<file path="config.mk">
export PLATFORM = sky130hd
export DESIGN_NAME = jtframe_sdram_mux_flat
export DESIGN_NICKNAME = d
export VERILOG_FILES = /design/src/rtl/jtframe_sdram_mux_if.sv /design/src/rtl/jtframe_sdram_mux.sv /design/src/flat_wrapper.sv
export SDC_FILE = /design/constraint.sdc
export NUM_CORES = 1
export LEC_CHECK = 0
export BUFFER_PORTS_ARGS = -buffer_cell sky130_fd_sc_hd__buf_4
export CAP_MARGIN = 20
export CORE_AREA = 2 2 297 299
export DETAILED_ROUTE_END_ITERATION = 8
export DIE_AREA = 0 0 299 301
export PLACE_DENSITY = 0.6
export REMOVE_ABC_BUFFERS = 1
export SETUP_SLACK_MARGIN = 0.15
export SLEW_MARGIN = 20
export SYNTH_ARGS = -nofsm -noshare
export SYNTH_HDL_FRONTEND = slang
export SYNTH_SLANG_ARGS = --single-unit
export TNS_END_PERCENT = 20
</file>
<file path="constraint.sdc">
create_clock -name clk -period 7.9 [get_ports clk]
set_input_delay 0.79 -clock clk [delete_from_list [all_inputs] [get_ports clk]]
set_output_delay 0.79 -clock clk [all_outputs]
set_load 0.1 [all_outputs]
</file>
<file path="src/rtl/jtframe_sdram_mux_if.sv">
`default_nettype none
// ============================================================================
// Module   : jtframe_sdram_mux_if
// Brief    : Request/response bus between the slot mux and the SDRAM controller
// Revision : 1.0
// ============================================================================
interface jtframe_sdram_mux_if;
    logic        sdram_req;
    logic        sdram_ack;
    logic [21:0] sdram_addr;
    logic        sdram_rnw;
    logic        data_rdy;
    logic [31:0] data_read;
    logic [31:0] data_write;
    logic        refresh_en;

    modport master (
        output sdram_req, sdram_addr, sdram_rnw, data_write, refresh_en,
        input  sdram_ack, data_rdy, data_read
    );

    modport slave (
        input  sdram_req, sdram_addr, sdram_rnw, data_write, refresh_en,
        output sdram_ack, data_rdy, data_read
    );
endinterface
`default_nettype wire

</file>
<file path="src/rtl/jtframe_sdram_mux.sv">
`default_nettype none
// ============================================================================
// Module   : jtframe_sdram_mux
// Brief    : Ten-slot fixed-priority SDRAM arbiter with a one-entry cache per slot
// Revision : 1.0
// ============================================================================
module jtframe_sdram_mux #(
    parameter int SLOT0_AW = 22, parameter int SLOT1_AW = 22,
    parameter int SLOT2_AW = 22, parameter int SLOT3_AW = 22,
    parameter int SLOT4_AW = 22, parameter int SLOT5_AW = 22,
    parameter int SLOT6_AW = 22, parameter int SLOT7_AW = 22,
    parameter int SLOT8_AW = 22, parameter int SLOT9_AW = 22,
    parameter int SLOT0_DW = 16, parameter int SLOT1_DW = 16,
    parameter int SLOT2_DW = 16, parameter int SLOT3_DW = 16,
    parameter int SLOT4_DW = 16, parameter int SLOT5_DW = 16,
    parameter int SLOT6_DW = 16, parameter int SLOT7_DW = 16,
    parameter int SLOT8_DW = 16, parameter int SLOT9_DW = 16
) (
    input  logic                clk,
    input  logic                rst,
    input  logic                vblank,
    input  logic                downloading,
    input  logic                loop_rst,
    input  logic [21:0]         slot0_offset, slot1_offset, slot2_offset, slot3_offset,
    input  logic [21:0]         slot4_offset, slot5_offset, slot6_offset, slot7_offset,
    input  logic [21:0]         slot8_offset, slot9_offset,
    input  logic [SLOT0_AW-1:0] slot0_addr,
    input  logic [SLOT1_AW-1:0] slot1_addr,
    input  logic [SLOT2_AW-1:0] slot2_addr,
    input  logic [SLOT3_AW-1:0] slot3_addr,
    input  logic [SLOT4_AW-1:0] slot4_addr,
    input  logic [SLOT5_AW-1:0] slot5_addr,
    input  logic [SLOT6_AW-1:0] slot6_addr,
    input  logic [SLOT7_AW-1:0] slot7_addr,
    input  logic [SLOT8_AW-1:0] slot8_addr,
    input  logic [SLOT9_AW-1:0] slot9_addr,
    output logic [SLOT0_DW-1:0] slot0_dout,
    output logic [SLOT1_DW-1:0] slot1_dout,
    output logic [SLOT2_DW-1:0] slot2_dout,
    output logic [SLOT3_DW-1:0] slot3_dout,
    output logic [SLOT4_DW-1:0] slot4_dout,
    output logic [SLOT5_DW-1:0] slot5_dout,
    output logic [SLOT6_DW-1:0] slot6_dout,
    output logic [SLOT7_DW-1:0] slot7_dout,
    output logic [SLOT8_DW-1:0] slot8_dout,
    output logic [SLOT9_DW-1:0] slot9_dout,
    input  logic [15:0]         slot0_din,
    input  logic [15:0]         slot1_din,
    input  logic [9:0]          slot_cs,
    input  logic [9:0]          slot_wr,
    output logic [9:0]          slot_ok,
    jtframe_sdram_mux_if.master sdram
);

    localparam int c_DW [10] = '{SLOT0_DW, SLOT1_DW, SLOT2_DW, SLOT3_DW, SLOT4_DW,
                                 SLOT5_DW, SLOT6_DW, SLOT7_DW, SLOT8_DW, SLOT9_DW};

    typedef enum logic [1:0] {
        IDLE      = 2'd0,
        WAIT_ACK  = 2'd1,
        WAIT_DATA = 2'd2
    } state_t;

    state_t      r_state, w_state_next;
    logic [21:0] w_offset [10];
    logic [21:0] w_addr   [10];
    logic [9:0]  w_pending;
    logic        w_any_pending;
    logic [3:0]  w_gnt;
    logic        w_grant;
    logic        w_wr_gnt;
    logic [15:0] w_din;
    logic        w_done;
    logic [3:0]  r_sel;
    logic [21:0] r_rel_addr;
    logic        r_req;
    logic        r_rnw;
    logic [21:0] r_sdram_addr;
    logic [31:0] r_data_write;

    assign w_offset[0] = slot0_offset;  assign w_addr[0] = 22'(slot0_addr);
    assign w_offset[1] = slot1_offset;  assign w_addr[1] = 22'(slot1_addr);
    assign w_offset[2] = slot2_offset;  assign w_addr[2] = 22'(slot2_addr);
    assign w_offset[3] = slot3_offset;  assign w_addr[3] = 22'(slot3_addr);
    assign w_offset[4] = slot4_offset;  assign w_addr[4] = 22'(slot4_addr);
    assign w_offset[5] = slot5_offset;  assign w_addr[5] = 22'(slot5_addr);
    assign w_offset[6] = slot6_offset;  assign w_addr[6] = 22'(slot6_addr);
    assign w_offset[7] = slot7_offset;  assign w_addr[7] = 22'(slot7_addr);
    assign w_offset[8] = slot8_offset;  assign w_addr[8] = 22'(slot8_addr);
    assign w_offset[9] = slot9_offset;  assign w_addr[9] = 22'(slot9_addr);

    assign w_pending     = slot_cs & ~slot_ok & {10{~downloading}};
    assign w_any_pending = |w_pending;
    assign w_grant       = (r_state == IDLE) && w_any_pending;
    assign w_done        = (r_state == WAIT_DATA) && sdram.data_rdy;
    assign w_wr_gnt      = ((w_gnt == 4'd0) && slot_wr[0]) || ((w_gnt == 4'd1) && slot_wr[1]);
    assign w_din         = w_gnt[0] ? slot1_din : slot0_din;

    // Lowest index wins: scanning downwards lets the last hit overwrite.
    always_comb begin
        w_gnt = 4'd0;
        for (int i = 9; i >= 0; i--) begin
            if (w_pending[i]) w_gnt = 4'(i);
        end
    end

    always_ff @(posedge clk or negedge rst) begin
        if (!rst) r_state <= IDLE;
        else      r_state <= w_state_next;
    end

    always_comb begin
        w_state_next     = r_state;
        sdram.refresh_en = 1'b0;
        unique case (r_state)
            IDLE:      if (w_grant)         w_state_next = WAIT_ACK;
            WAIT_ACK:  if (sdram.sdram_ack) w_state_next = WAIT_DATA;
            WAIT_DATA: if (sdram.data_rdy)  w_state_next = IDLE;
            default:                        w_state_next = IDLE;
        endcase
        if (loop_rst) w_state_next = IDLE;
        sdram.refresh_en = rst && (r_state == IDLE) && !w_any_pending && !downloading;
    end

    always_ff @(posedge clk or negedge rst) begin
        if (!rst) begin
            r_req        <= 1'b0;
            r_rnw        <= 1'b1;
            r_sdram_addr <= 22'd0;
            r_data_write <= 32'd0;
            r_sel        <= 4'd0;
            r_rel_addr   <= 22'd0;
        end else if (loop_rst) begin
            r_req <= 1'b0;
        end else begin
            case (r_state)
                IDLE: begin
                    if (w_grant) begin
                        r_req        <= 1'b1;
                        r_sel        <= w_gnt;
                        r_rel_addr   <= w_addr[w_gnt];
                        r_sdram_addr <= w_offset[w_gnt] + w_addr[w_gnt];
                        r_rnw        <= ~w_wr_gnt;
                        if (w_wr_gnt) r_data_write <= {w_din, w_din};
                    end
                end
                WAIT_ACK: if (sdram.sdram_ack) r_req <= 1'b0;
                default: ;
            endcase
        end
    end

    assign sdram.sdram_req  = r_req;
    assign sdram.sdram_addr = r_sdram_addr;
    assign sdram.sdram_rnw  = r_rnw;
    assign sdram.data_write = r_data_write;

    generate
        for (genvar n = 0; n < 10; n++) begin : g_slot
            localparam int c_SLOT_DW = c_DW[n];
            logic                 r_valid;
            logic [21:0]          r_cache;
            logic [c_SLOT_DW-1:0] r_dout;
            logic                 w_mine;

            assign w_mine     = w_done && (r_sel == 4'(n));
            assign slot_ok[n] = slot_cs[n] && r_valid && !downloading && (w_addr[n] == r_cache);

            // Any completed write drops every slot's cached read; the writer then owns its entry.
            always_ff @(posedge clk or negedge rst) begin
                if (!rst) begin
                    r_valid <= 1'b0;
                    r_cache <= 22'd0;
                    r_dout  <= '0;
                end else if (loop_rst) begin
                    r_valid <= 1'b0;
                end else if (w_done) begin
                    if (w_mine) begin
                        r_valid <= 1'b1;
                        r_cache <= r_rel_addr;
                        if (r_rnw) r_dout <= sdram.data_read[c_SLOT_DW-1:0];
                    end else if (!r_rnw) begin
                        r_valid <= 1'b0;
                    end
                end
            end
        end
    endgenerate

    assign slot0_dout = g_slot[0].r_dout;
    assign slot1_dout = g_slot[1].r_dout;
    assign slot2_dout = g_slot[2].r_dout;
    assign slot3_dout = g_slot[3].r_dout;
    assign slot4_dout = g_slot[4].r_dout;
    assign slot5_dout = g_slot[5].r_dout;
    assign slot6_dout = g_slot[6].r_dout;
    assign slot7_dout = g_slot[7].r_dout;
    assign slot8_dout = g_slot[8].r_dout;
    assign slot9_dout = g_slot[9].r_dout;

    logic w_unused;
    assign w_unused = &{1'b0, vblank, slot_wr[9:2], sdram.data_read};

endmodule
`default_nettype wire

</file>
<file path="src/flat_wrapper.sv">
// flat-port wrapper written by rule: the top's interface ports become plain ports
module jtframe_sdram_mux_flat 
#(
    parameter int SLOT0_AW = 22, parameter int SLOT1_AW = 22,
    parameter int SLOT2_AW = 22, parameter int SLOT3_AW = 22,
    parameter int SLOT4_AW = 22, parameter int SLOT5_AW = 22,
    parameter int SLOT6_AW = 22, parameter int SLOT7_AW = 22,
    parameter int SLOT8_AW = 22, parameter int SLOT9_AW = 22,
    parameter int SLOT0_DW = 16, parameter int SLOT1_DW = 16,
    parameter int SLOT2_DW = 16, parameter int SLOT3_DW = 16,
    parameter int SLOT4_DW = 16, parameter int SLOT5_DW = 16,
    parameter int SLOT6_DW = 16, parameter int SLOT7_DW = 16,
    parameter int SLOT8_DW = 16, parameter int SLOT9_DW = 16
)
  (clk, rst, vblank, downloading, loop_rst, slot0_offset, slot1_offset, slot2_offset, slot3_offset, slot4_offset, slot5_offset, slot6_offset, slot7_offset, slot8_offset, slot9_offset, slot0_addr, slot1_addr, slot2_addr, slot3_addr, slot4_addr, slot5_addr, slot6_addr, slot7_addr, slot8_addr, slot9_addr, slot0_dout, slot1_dout, slot2_dout, slot3_dout, slot4_dout, slot5_dout, slot6_dout, slot7_dout, slot8_dout, slot9_dout, slot0_din, slot1_din, slot_cs, slot_wr, slot_ok, sdram_sdram_req, sdram_sdram_addr, sdram_sdram_rnw, sdram_data_write, sdram_refresh_en, sdram_sdram_ack, sdram_data_rdy, sdram_data_read);
  jtframe_sdram_mux_if sdram_i ();
  input  logic clk;
  input  logic rst;
  input  logic vblank;
  input  logic downloading;
  input  logic loop_rst;
  input  logic [21:0] slot0_offset;
  input  logic [21:0] slot1_offset;
  input  logic [21:0] slot2_offset;
  input  logic [21:0] slot3_offset;
  input  logic [21:0] slot4_offset;
  input  logic [21:0] slot5_offset;
  input  logic [21:0] slot6_offset;
  input  logic [21:0] slot7_offset;
  input  logic [21:0] slot8_offset;
  input  logic [21:0] slot9_offset;
  input  logic [SLOT0_AW-1:0] slot0_addr;
  input  logic [SLOT1_AW-1:0] slot1_addr;
  input  logic [SLOT2_AW-1:0] slot2_addr;
  input  logic [SLOT3_AW-1:0] slot3_addr;
  input  logic [SLOT4_AW-1:0] slot4_addr;
  input  logic [SLOT5_AW-1:0] slot5_addr;
  input  logic [SLOT6_AW-1:0] slot6_addr;
  input  logic [SLOT7_AW-1:0] slot7_addr;
  input  logic [SLOT8_AW-1:0] slot8_addr;
  input  logic [SLOT9_AW-1:0] slot9_addr;
  output logic [SLOT0_DW-1:0] slot0_dout;
  output logic [SLOT1_DW-1:0] slot1_dout;
  output logic [SLOT2_DW-1:0] slot2_dout;
  output logic [SLOT3_DW-1:0] slot3_dout;
  output logic [SLOT4_DW-1:0] slot4_dout;
  output logic [SLOT5_DW-1:0] slot5_dout;
  output logic [SLOT6_DW-1:0] slot6_dout;
  output logic [SLOT7_DW-1:0] slot7_dout;
  output logic [SLOT8_DW-1:0] slot8_dout;
  output logic [SLOT9_DW-1:0] slot9_dout;
  input  logic [15:0] slot0_din;
  input  logic [15:0] slot1_din;
  input  logic [9:0] slot_cs;
  input  logic [9:0] slot_wr;
  output logic [9:0] slot_ok;
  output wire logic [$bits(sdram_i.sdram_req)-1:0] sdram_sdram_req;
  output wire logic [$bits(sdram_i.sdram_addr)-1:0] sdram_sdram_addr;
  output wire logic [$bits(sdram_i.sdram_rnw)-1:0] sdram_sdram_rnw;
  output wire logic [$bits(sdram_i.data_write)-1:0] sdram_data_write;
  output wire logic [$bits(sdram_i.refresh_en)-1:0] sdram_refresh_en;
  input wire logic [$bits(sdram_i.sdram_ack)-1:0] sdram_sdram_ack;
  input wire logic [$bits(sdram_i.data_rdy)-1:0] sdram_data_rdy;
  input wire logic [$bits(sdram_i.data_read)-1:0] sdram_data_read;
  assign sdram_sdram_req = sdram_i.sdram_req;
  assign sdram_sdram_addr = sdram_i.sdram_addr;
  assign sdram_sdram_rnw = sdram_i.sdram_rnw;
  assign sdram_data_write = sdram_i.data_write;
  assign sdram_refresh_en = sdram_i.refresh_en;
  assign sdram_i.sdram_ack = sdram_sdram_ack;
  assign sdram_i.data_rdy = sdram_data_rdy;
  assign sdram_i.data_read = sdram_data_read;
  jtframe_sdram_mux #(.SLOT0_AW(SLOT0_AW), .SLOT1_AW(SLOT1_AW), .SLOT2_AW(SLOT2_AW), .SLOT3_AW(SLOT3_AW), .SLOT4_AW(SLOT4_AW), .SLOT5_AW(SLOT5_AW), .SLOT6_AW(SLOT6_AW), .SLOT7_AW(SLOT7_AW), .SLOT8_AW(SLOT8_AW), .SLOT9_AW(SLOT9_AW), .SLOT0_DW(SLOT0_DW), .SLOT1_DW(SLOT1_DW), .SLOT2_DW(SLOT2_DW), .SLOT3_DW(SLOT3_DW), .SLOT4_DW(SLOT4_DW), .SLOT5_DW(SLOT5_DW), .SLOT6_DW(SLOT6_DW), .SLOT7_DW(SLOT7_DW), .SLOT8_DW(SLOT8_DW), .SLOT9_DW(SLOT9_DW)) u_core (.clk(clk), .rst(rst), .vblank(vblank), .downloading(downloading), .loop_rst(loop_rst), .slot0_offset(slot0_offset), .slot1_offset(slot1_offset), .slot2_offset(slot2_offset), .slot3_offset(slot3_offset), .slot4_offset(slot4_offset), .slot5_offset(slot5_offset), .slot6_offset(slot6_offset), .slot7_offset(slot7_offset), .slot8_offset(slot8_offset), .slot9_offset(slot9_offset), .slot0_addr(slot0_addr), .slot1_addr(slot1_addr), .slot2_addr(slot2_addr), .slot3_addr(slot3_addr), .slot4_addr(slot4_addr), .slot5_addr(slot5_addr), .slot6_addr(slot6_addr), .slot7_addr(slot7_addr), .slot8_addr(slot8_addr), .slot9_addr(slot9_addr), .slot0_dout(slot0_dout), .slot1_dout(slot1_dout), .slot2_dout(slot2_dout), .slot3_dout(slot3_dout), .slot4_dout(slot4_dout), .slot5_dout(slot5_dout), .slot6_dout(slot6_dout), .slot7_dout(slot7_dout), .slot8_dout(slot8_dout), .slot9_dout(slot9_dout), .slot0_din(slot0_din), .slot1_din(slot1_din), .slot_cs(slot_cs), .slot_wr(slot_wr), .slot_ok(slot_ok), .sdram(sdram_i));
endmodule
</file>
Word-level counts from Yosys, hierarchy flattened
Cells that the tools add are included.
{"block": "op_classes", "n_eq_ne": 35, "reduce_logical": 90, "bitwise_logic": 7, "n_addsub": 1, "n_lt_le_gt_ge": 1, "muxes": 57}
{"cell": "$eq 22x22->1", "count": 10}
{"cell": "$bmux 22 s4", "count": 2}
{"cell": "$mux 22", "count": 4}
{"cell": "$logic_and 1x1->1", "count": 47}
{"cell": "$reduce_and 4->1", "count": 11}
{"cell": "$mux 4", "count": 10}
{"cell": "$reduce_and 3->1", "count": 13}
{"cell": "$ne 3x3->1 const B", "count": 12}
{"cell": "$mux 1", "count": 34}
{"cell": "$add 22x22->22", "count": 1}
{"cell": "$and 10x10->10", "count": 2}
{"cell": "$reduce_and 2->1", "count": 10}
{"cell": "$eq 4x3->1 const B", "count": 4}
{"cell": "$mux 16", "count": 1}
{"cell": "$not 10->10", "count": 1}
{"cell": "$reduce_or 10->1", "count": 1}
{"cell": "$eq 4x1->1 const B", "count": 2}
{"cell": "$eq 4x2->1 const B", "count": 2}
{"cell": "$eq 4x4->1 const B", "count": 2}
{"cell": "$logic_not 4->1", "count": 2}
{"cell": "$mux 2", "count": 4}
{"cell": "$pmux 2 s3", "count": 1}
{"cell": "$ge 5x5->1 const B", "count": 1}
{"cell": "$not 4->5", "count": 1}
{"cell": "other kinds (10)", "count": 13}
{"block": "totals", "in_bits": 531, "word_cells": 228, "ff_bits": 474}

Longest topological paths before layout
{"block": "logic_depth", "word_depth": 21, "ltp_mapped": 29}

Worst setup path after synthesis
OpenSTA, ideal clock, no wires.
{"block": "synth_path", "kind": "input-to-reg", "start": "input port downloading", "end": "register u_core.r_sdram_addr[21] (netlist: u_core.sdram.sdram_addr[21])", "setup_time_ns": 0.082, "t_required_ns": 7.818, "n_path_buf": 5, "arrival_time_ns": 5.923, "stages": 27, "path_slack_ns": 1.895, "cell_sequence": "buf_6 nor2b_4 nand3_1 or4_1 o31a_1 a211oi_1 o21ba_1 buf_6 buf_2 buf_2 buf_4 mux2i_1 a21oi_1 o221a_2 ha_1 a211oi_1 o21ai_0 a31oi_1 o21ai_0 a21o_1 a21oi_1 o211a_1 nor3_1 a31oi_1 o21ai_0 a21o_1 a31oi_1"}
{"block": "synth_via", "elab_chain_len": 21}
{"element": "start, declared", "line_no": "flat_wrapper.sv:20", "rtl": "input logic downloading;"}
{"element": "$logic_not 1->1", "line_no": "jtframe_sdram_mux.sv:167", "rtl": "assign slot_ok[n] = slot_cs[n] && r_valid && !downloading && (w_addr[n] == r_cache);"}
{"element": "$logic_and 1x1->1 (2 in a row)", "line_no": "jtframe_sdram_mux.sv:167"}
{"element": "$not 10->10", "line_no": "jtframe_sdram_mux.sv:92", "rtl": "assign w_pending = slot_cs & ~slot_ok & {10{~downloading}};"}
{"element": "$and 10x10->10", "line_no": "jtframe_sdram_mux.sv:92"}
{"element": "$and 10x10->10 *", "line_no": "jtframe_sdram_mux.sv:92"}
{"element": "$mux 4 (10 in a row)", "line_no": "jtframe_sdram_mux.sv:103", "rtl": "if (w_pending[i]) w_gnt = 4'(i);"}
{"element": "$not 4->5 (not written as such)", "line_no": "jtframe_sdram_mux.sv:142", "rtl": "r_sdram_addr <= w_offset[w_gnt] + w_addr[w_gnt];"}
{"element": "$bmux 22 s4", "line_no": "jtframe_sdram_mux.sv:142"}
{"element": "$mux 22 (not written as such) (2 in a row)", "line_no": "jtframe_sdram_mux.sv:142"}
{"element": "$add 22x22->22", "line_no": "jtframe_sdram_mux.sv:142"}
{"element": "end signal, assigned", "line_no": "jtframe_sdram_mux.sv:142"}
{"element": "end, declared", "line_no": "jtframe_sdram_mux.sv:78", "rtl": "logic [21:0] r_sdram_addr;"}
Mark *: on every way between the ends. The rest lies on a longest branch, timed or not. The select of a mux whose other input is x is not followed.
A chain may end at the register's enable or synchronous reset.

Worst setup path after layout
{"block": "layout_path", "start": "register u_core.g_slot[1].r_cache[21]", "end": "register u_core.r_sdram_addr[21] (netlist: u_core.sdram.sdram_addr[21])"}
{"block": "layout_via", "elab_chain_len": 12}
{"element": "start, declared", "line_no": "jtframe_sdram_mux.sv:162", "rtl": "logic [21:0] r_cache;"}
{"element": "start signal, assigned", "line_no": "jtframe_sdram_mux.sv:180", "rtl": "r_cache <= r_rel_addr;"}
{"element": "$eq 22x22->1 *", "line_no": "jtframe_sdram_mux.sv:167"}
{"element": "$logic_and 1x1->1 *", "line_no": "jtframe_sdram_mux.sv:167"}
{"element": "$not 10->10 *", "line_no": "jtframe_sdram_mux.sv:92"}
{"element": "$and 10x10->10 * (2 in a row)", "line_no": "jtframe_sdram_mux.sv:92"}
{"element": "$mux 4 (2 in a row)", "line_no": "jtframe_sdram_mux.sv:103"}
{"element": "$not 4->5 (not written as such)", "line_no": "jtframe_sdram_mux.sv:142"}
{"element": "$bmux 22 s4", "line_no": "jtframe_sdram_mux.sv:142"}
{"element": "$mux 22 (not written as such) (2 in a row)", "line_no": "jtframe_sdram_mux.sv:142"}
{"element": "$add 22x22->22", "line_no": "jtframe_sdram_mux.sv:142"}
Marked as above.

==> summary.md <==
| Metric | Value |
|---|---|
| Syn_area_per_cell | 12.19 sq um |
| Layout cells sized above 1 | 49.96% |
| Cell Area, Placed | 31390 sq um |
| # port buffers | 732 |
| MaxCap Viol Count | 0 |
| CP Launch Type | register |
| Initial core utilization | 28.61% |
| Worst-Skew Late Latency | 0.63 ns |
| Cell area after synthesis | 24750 sq um |
| CTS tree | yes |
| Vias in the first global route | 19985 |
| Final worst path period need | 7.140 ns |
| Synth cell types | 64 |
| Number of top-level pins | 758 |
| CP startpoint | u_core.g_slot[1].r_cache[21] |
| First-pass GRT wire length | 145.2 mm |
| Leakage power | 16.65 nW |
| Drt wl/cell | 26.60 microns |
| NetSw | 0.003170 W |
| RSZ-0062 raised after global routing | no |
| Post-route insts no fill | 3913 |
| Final Core Density | 38.55% |
| Placed Cells | 3803 |
| Fin nets | 3258 |
| CTS Buffer Depth | 3 |
| Post-synth EDFFs | 0 |
| FF/Latch Area | 11460 sq um |
| Clk pin slew, worst setup/hold paths | 0.06 ns |
| Total congestion overflow | 0 |
| Seq pwr share | 35.8% |
| Reg2reg path depth | 26 |
| R2r startpoint | u_core.g_slot[1].r_cache[21] |
| Area of the multi-input gates | 12520 sq um |
| WP data arrival | 7.61 ns |
| Final ANT Viol Nets | 0 |
| Period utilization | 90.38% |
| Maximum VDD drop | 305.1 uV |
| First DRT Iteration DRCs | 1334 |
| Post_cts resized | 0 |
| WP data required | 8.37 ns |
| Via density | 5.001 |
| Area Growth Syn to Fin | 34.73% |
| Root Driver | clkbuf_16 |
| Max reg flops | 220 |
| Commonest register cell after synthesis | dfrtp_1 |
| Worst R2R Setup Slack | 0.76 ns |
| Int Pwr | 0.005064 W |
| Clock power frac | 32.9% |
| Inserted Clock Buffers | 55 |
| # rows | 108 |
| Fin area | 33340 sq um |
| Sequential area share after synthesis | 46.32% |
| Critical path peak fanout | 28 |
| Synth Instances | 2030 |
| Die area | 90000 sq um |
| TNS Setup | 0 ns |
| RR Endpoint | u_core.sdram.sdram_addr[21] |
| Clock Skew | 0.02906 ns |
| Critical path class | register to register |
| DRC | 0 |
| Asr flop ratio synth | 100.0% |
| Pins over their slew limit | 0 |
| Yosys synthesis warning count | 0 |
| Vias | 19567 |
| Largest net degree at the start of global routing | 157 |
| Largest register by flop count | u_core.g_slot.r_cache |
| Setup Viol. Count Final | 0 |
| Fmax | 140.0 MHz |
| DRT Pass-1 Iters | 5 |
| Final hold vios | 0 |
| Worst hold path type | input port to asynchronous set/reset pin |
| Register bit count reported by yosys | 458 |
| Chip Width | 299 microns |
| Final HPWL DP | 81.09 mm |
| Fillers | 8443 |
| Element type at the critical path end | register |
| Combinational group share of total power | 31.3% |
| Core area | 86480 sq um |
| Max-slew headroom | 23.63% |
| Routed WL | 104.1 mm |
| Final weighted congestion in routability-driven placement | 0.9027 |
| Setup Buffers After CTS | 0 |
| H-Tree Depth | 2 |
| Status | finished clean |
| PD cells | 247.0 nW/um^2 |
| WHS | 0.08143 ns |
| Post-CTS Hold Buffers | 0 |
| GRT Util Overall | 22.39% |
| Switching Share | 38.50% |
| CTS Sinks | 458 |
| Worst slew pin tran | 1.146 ns |
| Chip Height | 301 microns |
| Initial antenna violation count | 28 |
==> placed cells by master (no fill, tap or decap), types with 4 or more instances in the layout <==
cell and instances:
xnor2_1 78, clkbuf_8 15, mux2_2 406, o21ai_0 59, nor4_1 34, nor2b_4 4
clkbuf_16 55, clkinv_2 14, a21oi_1 81, nand3b_1 4, o21bai_1 4, nor3_1 18
mux4_1 6, nor2b_1 49, clkbuf_1 8, nor2_1 36, nor2b_2 4, xor2_1 161
dfrtp_1 457, or4_1 5, mux2i_1 113, o221a_2 21, or2_2 5, a211oi_1 46
nor3_2 6, bufinv_16 6, buf_4 780, inv_1 7, a31oi_1 4, a22oi_1 19
nand4_1 25, diode_2 6, a21o_1 17, o21ai_1 20, mux4_2 33, nand2_1 61
nand3_1 15, ha_1 21
==> cell usage after synthesis, types with 3 or more instances <==
master	instances	area (sq um)
a211o_1	3	26.28
a211oi_1	46	345.3
a21o_1	17	127.6
a21oi_1	81	405.4
a22oi_1	19	142.6
a31oi_1	4	25.02
and2_1	3	18.77
and4_1	3	26.28
buf_1	21	78.83
buf_2	21	105.1
buf_4	26	195.2
buf_6	8	90.09
clkbuf_1	89	334.1
dfrtp_1	457	11440
ha_1	21	262.8
inv_1	7	26.28
mux2_2	406	4572
mux2i_1	113	1131
mux4_1	6	157.7
mux4_2	33	743.2
nand2_1	61	229.0
nand3_1	15	75.07
nand3b_1	4	30.03
nand4_1	25	156.4
nor2_1	40	150.1
nor2b_1	53	331.6
nor2b_4	3	41.29
nor3_1	23	115.1
nor4_1	34	212.7
o21ai_0	60	300.3
o21ai_1	20	100.1
o21bai_1	4	30.03
o221a_2	21	236.5
or2_2	5	31.28
or4_1	5	37.54
xnor2_1	78	683.2
xor2_1	161	1410
==> power groups by stage <==
stage / Combinational, W / Sequential, W / Clock [W]
6_report: 0.00258 / 0.00295 / 0.00271
5_1_grt: 0.00273 / 0.00297 / 0.00285
4_1_cts: 0.00260 / 0.00294 / 0.00276
3_5_place_dp: 0.00259 / 0.00298 / 0
3_3_place_gp: 0.00258 / 0.00297 / 0
2_1_floorplan: 0.000936 / 0.00364 / 0
==> through the flow <==
step	worst slack (ns)	power, W
detailed placement	0.3284	0.005567
global route	0.2905	0.008548
finish	0.7596	0.008235
floorplan	-2.894	0.004573
global placement	0.3170	0.005547
CTS	0.8022	0.008297
==> how the worst max path moves through the flow <==
stage	endpoint	slack, ns	cells past startpoint
global placement	u_core.sdram.sdram_addr[21]	0.32	27
finish	u_core.sdram.sdram_addr[21]	0.76	26
global route	u_core.sdram.sdram_addr[21]	0.29	26
CTS	u_core.sdram.sdram_addr[21]	0.80	26
floorplan	u_core.sdram.sdram_addr[21]	-2.89	22
detailed placement	u_core.sdram.sdram_addr[21]	0.33	27
==> worst max-delay path: stages (launching register included) <==
cell      delay [ns]
dfrtp_1         0.38
xor2_1          0.16
nor4_1          0.68
buf_4           0.23
nand4_1         0.09
o21ai_0         0.41
nand2_1         0.26
o21ba_4         0.46
buf_4           0.43
buf_4           0.39
nor2b_1         0.08
a211oi_1        0.18
a21oi_1         0.08
o221a_2         0.32
ha_1            0.32
o21ai_0         0.12
o21ai_0         0.25
a31oi_1         0.19
o21ai_0         0.31
a21o_1          0.18
a21oi_1         0.10
o211a_1         0.25
nor3_1          0.39
a31oi_1         0.19
o21ai_0         0.29
a21o_1          0.12
a31oi_1         0.07
==> area by class of cell <==
class                      count  area share (%)
multi-input combinational   1398           37.56
sequential                   458           34.38
timing repair buffer         784           17.79
clock buffer                  78           4.838
tap                         1155           4.335
clock inverter                26          0.9645
inverter                       8         0.09007
antenna                        6         0.04503
==> metal layers <==
| layer | global-route usage [%] | wire (microns) | vias to the layer above |
|---|---|---|---|
| met5 | 0 | 215 | - |
| met4 | 5.940 | 3318 | 34 |
| met3 | 7.554 | 9615 | 176 |
| met2 | 38.71 | 50740 | 763 |
| met1 | 26.52 | 40200 | 9874 |
| li1 | - | - | 8720 |
==> cell families (layout without fill, tap and decap cells) <==
| kind of cell | Yosys count | after routing | synth area share [%] |
|---|---|---|---|
| multiplexers | 558 | 558 | 26.69 |
| other | 0 | 6 | 0 |
| AO/OA/AOI/OAI | 292 | 292 | 7.670 |
| flip-flops | 458 | 458 | 46.32 |
| XOR/XNOR | 239 | 239 | 8.459 |
| adder cells (fa/ha/maj) | 22 | 22 | 1.143 |
| AND/OR/NAND/NOR | 287 | 287 | 6.295 |
| buffers and inverters | 174 | 896 | 3.428 |
Note: power is estimated with default switching activity, not from simulation.
